===== config.mk =====
export PLATFORM = sky130hd
export DESIGN_NAME = simon_share_loader
export DESIGN_NICKNAME = d
export VERILOG_FILES = /design/src/rtl/simon_share_loader.sv
export SDC_FILE = /design/constraint.sdc
export NUM_CORES = 1
export LEC_CHECK = 0
export ABC_AREA = 1
export CAP_MARGIN = 10
export CORE_AREA = 2 2 307 309
export DETAILED_ROUTE_END_ITERATION = 10
export DIE_AREA = 0 0 309 311
export PLACE_DENSITY = 0.57
export SLEW_MARGIN = 20
export SYNTH_ARGS = -nofsm -noshare
export SYNTH_HDL_FRONTEND = slang
export SYNTH_SLANG_ARGS = --single-unit

===== constraint.sdc =====
create_clock -name clk -period 4.1 [get_ports clk]
set_input_delay 0.82 -clock clk [delete_from_list [all_inputs] [get_ports clk]]
set_output_delay 0.82 -clock clk [all_outputs]
set_load 0.05 [all_outputs]

===== src/rtl/simon_share_loader.sv =====
// -----------------------------------------------------------------------------
// simon_share_loader
//
// Upstream controller and serializer for the 2-share bit-serial Simon core.
// Latches two plaintext shares and two key shares, streams them LSB first into
// the core under the data_rdy phase protocol, waits for Done, and returns the
// recombined ciphertext with a one-cycle valid strobe. A RUN watchdog aborts
// a hung core so the loader always returns to IDLE.
//
// Ports:
//   clk          system clock, rising edge
//   rst_n        asynchronous active-low reset
//   start        request pulse, only honoured in IDLE
//   pt_a, pt_b   plaintext shares, packed {X,Y}
//   key_a, key_b key shares, packed {KX,KY}
//   busy         high in every state except IDLE
//   data_rdy     core phase: 0 idle/clear, 1 load pt, 2 load key, 3 run
//   data_ina/inb serial share bits to the core
//   done_in      core Done pulse
//   cipher_in    core recombined ciphertext
//   ct_out       captured ciphertext
//   ct_valid     one-cycle strobe on normal completion
//   timeout_err  one-cycle strobe on watchdog abort
// -----------------------------------------------------------------------------
module simon_share_loader #(
  parameter int LOAD_LEN    = 128,
  parameter int RUN_TIMEOUT = 255
) (
  input  logic         clk,
  input  logic         rst_n,
  input  logic         start,
  input  logic [127:0] pt_a,
  input  logic [127:0] pt_b,
  input  logic [127:0] key_a,
  input  logic [127:0] key_b,
  output logic         busy,
  output logic [1:0]   data_rdy,
  output logic         data_ina,
  output logic         data_inb,
  input  logic         done_in,
  input  logic [127:0] cipher_in,
  output logic [127:0] ct_out,
  output logic         ct_valid,
  output logic         timeout_err
);

  localparam int CNT_W = $clog2(LOAD_LEN);
  localparam int WD_W  = $clog2(RUN_TIMEOUT + 1);
  localparam logic [CNT_W-1:0] CNT_LAST = CNT_W'(LOAD_LEN - 1);
  localparam logic [WD_W-1:0]  WD_LAST  = WD_W'(RUN_TIMEOUT - 1);

  typedef enum logic [2:0] {
    S_IDLE,
    S_LOAD_PT,
    S_LOAD_KEY,
    S_RUN,
    S_CAPTURE
  } state_t;

  state_t            r_state;
  logic [CNT_W-1:0]  r_cnt;
  logic [WD_W-1:0]   r_wd;
  logic [127:0]      r_pta;
  logic [127:0]      r_ptb;
  logic [127:0]      r_ka;
  logic [127:0]      r_kb;
  logic [1:0]        r_rdy;
  logic              r_ina;
  logic              r_inb;
  logic [127:0]      r_ct;
  logic              r_ct_valid;
  logic              r_timeout;
  logic              r_busy;

  state_t            w_state;
  logic [CNT_W-1:0]  w_cnt;
  logic [CNT_W-1:0]  w_cnt_inc;
  logic [WD_W-1:0]   w_wd;
  logic [1:0]        w_rdy;
  logic              w_ina;
  logic              w_inb;
  logic              w_ct_valid;
  logic              w_timeout;
  logic              w_busy;
  logic              w_latch;
  logic              w_capture;

  // r_cnt holds the index of the next bit to present. It wraps to 0 after the
  // last bit, so r_cnt == 0 inside a load state means the phase is complete.
  always_comb begin
    w_state    = r_state;
    w_cnt      = r_cnt;
    w_wd       = r_wd;
    w_rdy      = 2'd0;
    w_ina      = 1'b0;
    w_inb      = 1'b0;
    w_ct_valid = 1'b0;
    w_timeout  = 1'b0;
    w_latch    = 1'b0;
    w_capture  = 1'b0;
    w_cnt_inc  = (r_cnt == CNT_LAST) ? '0 : r_cnt + 1'b1;

    case (r_state)
      S_IDLE: begin
        if (start) begin
          // Bit 0 goes out straight from the inputs on the accepting edge,
          // since the shadow registers are only being written at that edge.
          w_latch = 1'b1;
          w_state = S_LOAD_PT;
          w_rdy   = 2'd1;
          w_ina   = pt_a[0];
          w_inb   = pt_b[0];
          w_cnt   = w_cnt_inc;
        end
      end
      S_LOAD_PT: begin
        if (r_cnt == '0) begin
          w_state = S_LOAD_KEY;
          w_rdy   = 2'd2;
          w_ina   = r_ka[0];
          w_inb   = r_kb[0];
        end else begin
          w_rdy   = 2'd1;
          w_ina   = r_pta[r_cnt];
          w_inb   = r_ptb[r_cnt];
        end
        w_cnt = w_cnt_inc;
      end
      S_LOAD_KEY: begin
        if (r_cnt == '0) begin
          w_state = S_RUN;
          w_rdy   = 2'd3;
          w_wd    = '0;
        end else begin
          w_rdy   = 2'd2;
          w_ina   = r_ka[r_cnt];
          w_inb   = r_kb[r_cnt];
          w_cnt   = w_cnt_inc;
        end
      end
      S_RUN: begin
        if (done_in) begin
          w_state    = S_CAPTURE;
          w_capture  = 1'b1;
          w_ct_valid = 1'b1;
        end else if (r_wd == WD_LAST) begin
          // This edge ends the RUN_TIMEOUT-th cycle of data_rdy = 3.
          w_state   = S_CAPTURE;
          w_timeout = 1'b1;
        end else begin
          w_rdy = 2'd3;
          w_wd  = r_wd + 1'b1;
        end
      end
      S_CAPTURE: begin
        // Second cycle of data_rdy = 0 so the core counter is cleared before
        // any following run can start.
        w_state = S_IDLE;
      end
      default: begin
        w_state = S_IDLE;
      end
    endcase

    w_busy = (w_state != S_IDLE);
  end

  always_ff @(posedge clk or negedge rst_n) begin
    if (!rst_n) begin
      r_state    <= S_IDLE;
      r_cnt      <= '0;
      r_wd       <= '0;
      r_pta      <= '0;
      r_ptb      <= '0;
      r_ka       <= '0;
      r_kb       <= '0;
      r_rdy      <= 2'd0;
      r_ina      <= 1'b0;
      r_inb      <= 1'b0;
      r_ct       <= '0;
      r_ct_valid <= 1'b0;
      r_timeout  <= 1'b0;
      r_busy     <= 1'b0;
    end else begin
      r_state    <= w_state;
      r_cnt      <= w_cnt;
      r_wd       <= w_wd;
      r_rdy      <= w_rdy;
      r_ina      <= w_ina;
      r_inb      <= w_inb;
      r_ct_valid <= w_ct_valid;
      r_timeout  <= w_timeout;
      r_busy     <= w_busy;
      if (w_latch) begin
        r_pta <= pt_a;
        r_ptb <= pt_b;
        r_ka  <= key_a;
        r_kb  <= key_b;
      end
      if (w_capture) begin
        r_ct <= cipher_in;
      end
    end
  end

  assign busy        = r_busy;
  assign data_rdy    = r_rdy;
  assign data_ina    = r_ina;
  assign data_inb    = r_inb;
  assign ct_out      = r_ct;
  assign ct_valid    = r_ct_valid;
  assign timeout_err = r_timeout;

endmodule


== After elaboration in Yosys (flattened, before gate mapping) ==
Cells that the tools add are included.

* Register bits after elaboration: 665
* Input port bits: 644
* Logic and storage cells: 77

* $add $sub $neg: 2
* $lt $le $gt $ge: 1
* Equal/unequal tests: 10
* Mux-type cells: 43
* Reductions and logical operators: 7

{| class="wikitable"
|+ Operators by type and width
! kind !! number
|-
| binary-select mux 1 bit (select 7 bit) || 4
|-
| 2-to-1 mux 8 bit || 3
|-
| 2-to-1 mux 7 bit || 3
|-
| case mux 7 bit (3 select lines) || 1
|-
| 2-to-1 mux 1 bit || 19
|-
| case mux 8 bit (2 select lines) || 1
|-
| 2-to-1 mux 3 bit || 5
|-
| case mux 3 bit (4 select lines) || 1
|-
| inequality test 2 bit, second input constant || 5
|-
| adder 8 x 1 -> 8 bit, second input constant || 1
|-
| equality test 8 bit, second input constant || 1
|-
| less-than comparator 7 x 8 -> 1 bit, second input constant || 1
|-
| case mux 2 bit (4 select lines) || 1
|-
| adder 7 x 1 -> 7 bit, second input constant || 1
|-
| equality test 7 bit, second input constant || 1
|-
| logical NOT 7 bit || 1
|-
| equality test 3 x 2 -> 1 bit, second input constant || 2
|-
| 2-to-1 mux 2 bit || 3
|-
| case mux 1 bit (3 select lines) || 2
|-
| nonzero test 3 bit || 2
|-
| AND reduction 4 bit || 1
|-
| equality test 3 x 1 -> 1 bit, second input constant || 1
|-
| logical NOT 3 bit || 1
|-
| AND reduction 3 bit || 1
|-
| nonzero test 2 bit || 1
|}

== Depth between registers and ports, before layout ==
Gate-level depths: netlist (run 1).

* Depth after elaboration: 5
* Gate-level depth with buffers: 14

== Worst setup path after synthesis (run 1) ==
No wires, ideal clock.

* Path kind: register -> register
* From: register r_cnt[1]
* To: register r_cnt[3]
* Setup time: 0.120 ns
* Arrival: 1.945 ns
* Data required time: 3.980 ns
* Path slack: 2.035 ns
* Stages on the path, launching flop included: 13
* Path buffers: 3
* Period minus slack after synthesis: 2.065 ns
* Path through: dfrtp_1 buf_2 inv_2 buf_4 buf_2 ha_1 nand4_2 nor2_2 nor2_1 nand2_1 nor2_2 nand3_1 and3_1

* Longest elaborated chain between the ends: 4

{| class="wikitable"
|+ Ends and longest elaborated chain
! what !! RTL line !! RTL
|-
| from (decl) || 61 || <nowiki>logic [CNT_W-1:0] r_cnt;</nowiki>
|-
| from (signal assigned) || 186 || <nowiki>r_cnt <= w_cnt;</nowiki>
|-
| adder 7 x 1 -> 7 bit / equality test 7 bit (equally long branches) || 101 || <nowiki>w_cnt_inc = (r_cnt == CNT_LAST) ? '0 : r_cnt + 1'b1;</nowiki>
|-
| 2-to-1 mux 7 bit || 101 ||
|-
| 2-to-1 mux 7 bit (on tied branches) || 130, 105 ||
|-
| case mux 7 bit (3 select lines) || 103 || <nowiki>case (r_state)</nowiki>
|}

Several ways; a longest one is shown, not always the timed one. The select of a mux whose other input is x is not followed.
A chain may end at the register's enable or synchronous reset.

== Worst setup path after layout (run 1) ==
* From: register r_ct[94] (netlist: ct_out[94])
* To: output port ct_out[94]

{| class="wikitable"
|+ RTL lines
! what !! RTL line !! RTL
|-
| from (decl) || 70 || <nowiki>logic [127:0] r_ct;</nowiki>
|-
| from (signal assigned) || 201 || <nowiki>r_ct <= cipher_in;</nowiki>
|-
| to (decl) || 42 || <nowiki>output logic [127:0] ct_out,</nowiki>
|}

No word-level cell between the ends.

==> results of run 1 <==
layout by cell type, fill, tap and decap left out, types with 5 or more instances in the layout:
cell type and count:
dfrtp_1 663, clkinv_2 11, buf_12 18, nor3_1 7, buf_4 25, inv_1 426, clkbuf_8 20, clkbuf_16 82
nor2_1 84, diode_2 27, nand3_1 179, a21oi_1 59, nand4_1 5, clkdlybuf4s50_1 777, o21ai_1 15, o21ai_0 474
o211ai_1 36, clkbuf_1 23, nand2_1 1784
final cells by class:
type	count	area [sq um]	share of cell area (%)
sequential	665	16600	39.5
multi-input combinational	2670	11300	26.7
timing repair buffer	821	8340	19.8
clock buffer	125	2410	5.73
inverter	432	1640	3.90
tap	1254	1570	3.73
clock inverter	19	174	0.413
antenna	27	67.6	0.160
layer usage:
| metal | GRT usage (%) | up-vias | share of wire, % |
|---|---|---|---|
| met4 | 10.1 | 16 | 3.3 |
| met2 | 41.6 | 805 | 47 |
| met1 | 36.2 | 13300 | 44 |
| li1 | - | 13700 | - |
| met5 | 0 | - | 0.082 |
| met3 | 4.43 | 193 | 5.7 |
power by group through the flow:
| stage | sequential, mW | combinational, mW | clock [mW] |
|---|---|---|---|
| 2_1_floorplan | 11.2 | 7.30 | 0 |
| 3_3_place_gp | 10.5 | 12.8 | 0 |
| 3_5_place_dp | 10.5 | 13.0 | 0 |
| 4_1_cts | 10.4 | 13.1 | 7.28 |
| 5_1_grt | 10.7 | 14.5 | 7.54 |
| 6_report | 10.5 | 12.9 | 7.12 |
cells by family (layout without fill, tap and decap cells):
family | count (synthesis) | in the layout
xor gates and xnor gates | 4 | 4
other | 0 | 27
AOI/OAI and AO/OA | 590 | 590
and+or+nand+nor | 2071 | 2071
muxes | 1 | 1
buffers and inverters | 669 | 1397
adders and majority gates | 4 | 4
DFF | 665 | 665
sequential cells by signal, summed over array words and instances (netlist names):
name / count
ct_out: 128
r_ka: 128
r_kb: 128
r_pta: 128
r_ptb: 128
r_wd: 8
r_cnt: 7
r_state: 3
data_rdy: 2
busy: 1
ct_valid: 1
data_ina: 1
data_inb: 1
timeout_err: 1
how the worst max path moves through the flow:
stage	start	end
global placement	start	r_ka[70]
CTS	ct_out[27]	ct_out[27]
floorplan	r_cnt[1]	r_cnt[3]
global route	r_cnt[0]	data_ina
detailed placement	start	r_pta[74]
finish	ct_out[94]	ct_out[94]
==> flow_summary.json, run 1 <==
{
  "power_mw": 30.5,
  "fill_cells": 9381,
  "yosysSeqAreaShare_pct": 54.5,
  "muxShareOfSynthArea_pct": 0.0328,
  "antenna_found_initial": 42,
  "synth-compound-area-share_pct": 10.0,
  "grt_first_pass_wirelength_mm": 186,
  "grt-ovfl-total": 0,
  "synthToLayoutAreaGrowth_pct": 37.9,
  "seq_power_share_pct": 34.3,
  "dp_slack_ns": 1.05,
  "crit_fanout": 2,
  "pwr-share-comb_pct": 42.3,
  "cp.arrival_ns": 2.15,
  "synthSimpleGateAreaFrac_pct": 26.4,
  "dr.pass1.iters": 5,
  "setup_viol": 0,
  "die_h_microns": 311,
  "worst_slack_ns": 1.13,
  "fp.dieW_microns": 309,
  "synth_adder_area_share_pct": 0.164,
  "crit_path_end_kind": "primary output",
  "ys_types": 29,
  "p_switching_mw": 12.8,
  "intPower_mw": 17.6,
  "reg2reg_depth": 13,
  "vias_per_cell": 4.65,
  "synth_largest_area_cell": "dfrtp_1",
  "start_util_pct": 32.9,
  "cap_violations": 0,
  "postRouteAntennaNets": 0,
  "path_depth": 1,
  "r2r_end": "data_inb",
  "post_cts_buffers": 0,
  "drc_errors": 0,
  "postSynthCellCount": 4004,
  "period_share_pct": 72.6,
  "cp_slowest_cell": "clkdlybuf4s50_1",
  "synth_most_common_cell": "nand2_1",
  "swShare_pct": 42.1,
  "grt_pass1_vias": 27400,
  "cp-start-kind": "flip-flop",
  "dp_cells": 5842,
  "syn_area_sq_um": 30500,
  "rows": 112,
  "power.density_nw_per_um2": 724,
  "finalMaxSlewViolations": 0,
  "cts.htree.levels": 3,
  "yosysWarnings": 0,
  "fin_setup_tns_ns": 0,
  "tritoncts": "built",
  "boundaryPins": 779,
  "synthFlopType": "dfrtp_1",
  "hold_path.class": "in2async",
  "syn_nets": 4652,
  "placed_cell_area_sq_um": 39500,
  "cts_buffers": 80,
  "reg2reg_slack_ns": 1.30,
  "rsz0062_at_grt": "false",
  "grt.total_usage_pct": 26.4,
  "place_congestion": 0.870,
  "postSynth.asyncResetShare_pct": 100,
  "ctsRootBufferMaster": "clkbuf_16",
  "synth.ff_latch_count": 665,
  "wl_per_cell_microns": 21.4,
  "io_buffers": 778,
  "wirelength_mm": 128,
  "nets": 5318,
  "crit_type": "reg2out",
  "crit_buf_inv": 1,
  "post_cts_resized": 0,
  "cpPeakStageDelay_ns": 0.95,
  "required_ns": 3.28,
  "synth_xor_area_share_pct": 0.115,
  "dp_hpwl_mm": 92.3,
  "clockBufferDepth": 3,
  "clkPwrFrac_pct": 23.4,
  "max_freq_mhz": 336,
  "path_cells": "clkdlybuf4s50_1",
  "instances_no_fill": 6013,
  "cts_hold_buf": 0,
  "p_leak_nw": 20.3,
  "synth_top_area_share_pct": 54.5,
  "cts_sinks": 665,
  "finalHoldViolations": 0,
  "cp_top_family": "buffers and inverters",
  "drt_iter0_markers": 2458,
  "final_util_pct": 45.4,
  "reg2reg_from": "r_cnt[0]",
  "irDropWorstVdd_uv": 600,
  "clock_skew_ns": 0.0261,
  "core_sq_um": 92800,
  "grt_max_degree": 175,
  "outcome": "finished, final reports clean",
  "max_slew_margin_pct": 25.5,
  "synth_area_leaders": "dfrtp_1 54%, nand2_1 22%, o21ai_0 7.8%",
  "syn_avg_cell_area_sq_um": 7.63,
  "synth_top_family_by_area": "simple AND/OR/NAND/NOR gates",
  "num_vias": 28000,
  "clk_pin_slew_ns": 0.06,
  "dieArea_sq_um": 96100,
  "synth_edf_count": 0,
  "layout_min_cycle_time_ns": 2.97,
  "tightest_slew_ns": 1.12,
  "clock_latency_ns": 0.64,
  "holdWs_ns": 0.152,
  "synth_common_cells": "1,784 x nand2_1, 665 x dfrtp_1, 474 x o21ai_0, 427 x inv_1, 180 x nand3_1",
  "final_area_sq_um": 42100,
  "drive_above_1_share_pct": 3.89
}
(Power assumes the default switching activity.)
==> inputs of run 2 (changes only) <==
Clock period 4.1 ns to 3.12 ns, I/O delays scaled along.
==> flow_summary.json, run 2 (synthesized netlist as in run 1, its figures left out) <==
{
  "cp.arrival_ns": 2.11,
  "tightest_slew_ns": 0.888,
  "wl_per_cell_microns": 21.2,
  "ff_latch_area_sq_um": 16600,
  "wirelength_mm": 128,
  "reg2reg_slack_ns": 0.48,
  "clock_skew_ns": 0.0320,
  "cts_hold_buf": 0,
  "cp_top_family": "buffers and inverters",
  "crit_end": "ct_out[85]",
  "period_share_pct": 87.7,
  "setup_viol": 0,
  "dp_cells": 5895,
  "max_freq_mhz": 365,
  "cp_slowest_cell": "clkdlybuf4s50_1",
  "instances_no_fill": 6043,
  "fp.dieW_microns": 309,
  "crit_fanout": 2,
  "grt.total_usage_pct": 26.3,
  "path_cells": "clkdlybuf4s50_1",
  "cts.htree.levels": 3,
  "fill_cells": 9330,
  "synthToLayoutAreaGrowth_pct": 40.2,
  "post_cts_buffers": 0,
  "finalHoldViolations": 0,
  "irDropWorstVdd_uv": 486,
  "dp_hpwl_mm": 94.9,
  "outcome": "finished, final reports clean",
  "num_vias": 28300,
  "drt_iter0_markers": 2656,
  "drc_errors": 0,
  "worst_slack_ns": 0.384,
  "io_buffers": 778,
  "dp_slack_ns": 0.385,
  "antenna_found_initial": 23,
  "dr.pass1.iters": 6,
  "cpPeakStageDelay_ns": 0.89,
  "drive_above_1_share_pct": 4.96,
  "grt_pass1_vias": 27700,
  "start_util_pct": 32.9,
  "boundaryPins": 779,
  "fin_setup_tns_ns": 0,
  "finalMaxSlewViolations": 0,
  "placed_cell_area_sq_um": 40200,
  "p_leak_nw": 20.6,
  "clockBufferDepth": 3,
  "nets": 5370,
  "hold_path.class": "in2async",
  "final_area_sq_um": 42800,
  "reg2reg_from": "r_cnt[0]",
  "vias_per_cell": 4.68,
  "place_congestion": 1.02,
  "grt_max_degree": 112,
  "cts_sinks": 665,
  "required_ns": 2.50,
  "reg2reg_depth": 11,
  "grt_first_pass_wirelength_mm": 187,
  "layout_min_cycle_time_ns": 2.74,
  "post_cts_resized": 0,
  "grt-ovfl-total": 0,
  "cp-start-kind": "flip-flop",
  "crit_path_start": "ct_out[85]",
  "ctsRootBufferMaster": "clkbuf_16",
  "rsz0062_at_grt": "false",
  "final_cell_mix": "1,784 x nand2_1, 777 x clkdlybuf4s50_1, 663 x dfrtp_1",
  "path_depth": 1,
  "crit_buf_inv": 1,
  "cts_buffers": 79,
  "multi_input_area_sq_um": 11300,
  "cap_violations": 0,
  "final_common_cell": "nand2_1",
  "power.density_nw_per_um2": 945,
  "clk_pin_slew_ns": 0.05,
  "final_util_pct": 46.1,
  "crit_path_end_kind": "primary output",
  "clock_latency_ns": 0.64,
  "rows": 112,
  "die_h_microns": 311,
  "r2r_end": "data_inb",
  "core_sq_um": 92800,
  "max_slew_margin_pct": 40.8,
  "postRouteAntennaNets": 0,
  "dieArea_sq_um": 96100,
  "tritoncts": "built",
  "crit_type": "reg2out"
}
==> run 2: cell types whose count changed in the layout (fill, tap and decap cells not counted), sizes merged <==
cell,previous run,this run
buf,44,97
bufinv,2,3
clkbuf,125,119
clkinvlp,1,0
diode,27,9
inv,435,436
==> run 2: how the worst min path moves through the flow <==
stage,end,depth (start not counted)
after global routing,r_ka[7],1
after floorplan,busy,0
after CTS,r_ka[7],1
final,r_ka[7],1
after detailed placement,ct_out[106],2
after global placement,ct_out[33],2
==> run 2: cell type report <==
type	instances	share of cell area [%]
Tap cell	1254	3.67
Clock buffer	119	5.59
Clock inverter	20	0.453
Timing Repair Buffer	874	21.2
Inverter	432	3.84
Antenna cell	9	0.0526
Multi-Input combinational cell	2670	26.3
Sequential cell	665	38.9
==> run 2: stage by stage <==
step	hold slack, ns	total power [mW]
global route	0.0540	43.4
detailed placement	0.457	31.3
floorplan	0.328	24.4
CTS	0.0423	40.8
finish	0.0405	40.4
global placement	0.453	31.1
==> run 2: routing by layer <==
| metal | vias up | wire [microns] | track usage (%) |
|---|---|---|---|
| li1 | 13800 | - | - |
| met1 | 13500 | 57700 | 36.5 |
| met2 | 796 | 59700 | 41.9 |
| met3 | 168 | 7250 | 4.74 |
| met4 | 14 | 3350 | 7.70 |
| met5 | - | 91 | 0 |
==> run 2: report_power, final <==
group          leakage, nW  switching [mW]  internal, mW
sequential            8.32            1.44          12.2
combinational         11.0            11.6          5.82
clock                 1.29            3.83          5.53
total                 20.6            16.9          23.6
==> inputs of run 3 (changes only) <==
Settings changed: CTS_CLUSTER_SIZE set to 20.
==> flow_summary.json, run 3 (synthesized netlist as in run 1, its figures left out) <==
{
  "cp.arrival_ns": 2.11,
  "finalHoldViolations": 0,
  "required_ns": 2.50,
  "path_cells": "clkdlybuf4s50_1",
  "grt_max_degree": 112,
  "setup_viol": 0,
  "placed_cell_area_sq_um": 40200,
  "vias_per_cell": 4.67,
  "num_vias": 28200,
  "tightest_slew_ns": 0.880,
  "drt_iter0_markers": 2540,
  "post_cts_resized": 0,
  "postRouteAntennaNets": 0,
  "synthToLayoutAreaGrowth_pct": 40.2,
  "instances_no_fill": 6042,
  "start_util_pct": 32.9,
  "final_util_pct": 46.1,
  "finalMaxSlewViolations": 0,
  "drive_above_1_share_pct": 4.92,
  "cts.htree.levels": 3,
  "cts_buffers": 79,
  "ctsRootBufferMaster": "clkbuf_16",
  "irDropWorstVdd_uv": 491,
  "core_sq_um": 92800,
  "dr.pass1.iters": 5,
  "grt_pass1_vias": 27700,
  "power_mw": 40.4,
  "cp-start-kind": "flip-flop",
  "grt-ovfl-total": 0,
  "grt_first_pass_wirelength_mm": 187,
  "place_congestion": 1.02,
  "clock_skew_ns": 0.0281,
  "crit_buf_inv": 1,
  "nets": 5370,
  "clk_pin_slew_ns": 0.06,
  "rsz0062_at_grt": "false",
  "clock_latency_ns": 0.63,
  "wl_per_cell_microns": 21.2,
  "fin_setup_tns_ns": 0,
  "wirelength_mm": 128,
  "max_slew_margin_pct": 41.3,
  "cp_top_family": "buffers and inverters",
  "post_cts_buffers": 0,
  "cts_sinks": 665,
  "cts_hold_buf": 0,
  "antenna_found_initial": 23,
  "cap_violations": 0,
  "crit_fanout": 2,
  "final_common_cell": "nand2_1",
  "power.density_nw_per_um2": 944,
  "cp_slowest_cell": "clkdlybuf4s50_1",
  "io_buffers": 778,
  "worst_slack_ns": 0.384,
  "period_share_pct": 87.7,
  "crit_type": "reg2out",
  "outcome": "finished, final reports clean",
  "clockBufferDepth": 3,
  "drc_errors": 0,
  "grt.total_usage_pct": 26.3,
  "tritoncts": "built",
  "rows": 112,
  "boundaryPins": 779,
  "max_freq_mhz": 366,
  "cpPeakStageDelay_ns": 0.91,
  "final_area_sq_um": 42800,
  "fp.dieW_microns": 309,
  "dieArea_sq_um": 96100,
  "dp_hpwl_mm": 94.9,
  "holdWs_ns": 0.0427,
  "final_cell_mix": "1,784 x nand2_1, 777 x clkdlybuf4s50_1, 663 x dfrtp_1",
  "dp_slack_ns": 0.385,
  "layout_min_cycle_time_ns": 2.74,
  "dp_cells": 5895,
  "crit_path_end_kind": "primary output",
  "hold_path.class": "in2async",
  "p_leak_nw": 20.6,
  "die_h_microns": 311
}
run 3: area by class of cell:
type / count / area (sq um)
Fill cell: 9331 / 50000
Sequential cell: 665 / 16600
Multi-Input combinational cell: 2670 / 11300
Timing Repair Buffer: 874 / 9090
Clock buffer: 123 / 2440
Inverter: 432 / 1640
Tap cell: 1254 / 1570
Clock inverter: 15 / 143
Antenna cell: 9 / 22.5
run 3: report_power, final:
group | internal (mW) | total (mW) | switching (mW)
clock network | 5.52 | 9.33 | 3.82
logic | 5.82 | 17.4 | 11.6
registers | 12.2 | 13.7 | 1.44
total | 23.6 | 40.4 | 16.8
run 3: path summary, 6_finish.rpt:
kind,slack [ns],to,startpoint,cells after the start
setup reg to reg,0.47,data_inb,r_cnt[0],11
hold reg to reg,0.47,ct_out[63],ct_out[63],2
max in group asynchronous,2.16,r_kb[80],rst_n,2
min in group clk,0.47,ct_out[63],ct_out[63],2
setup / recovery,0.38,ct_out[96],ct_out[96],1
hold / removal,0.04,r_ka[7],rst_n,1
run 3: metal layers:
metal  part of all wire (%)  global-route usage (%)
met5                  0.066                       0
met2                     47                    42.0
met4                    2.6                    7.74
met3                    5.8                    4.73
met1                     45                    36.5
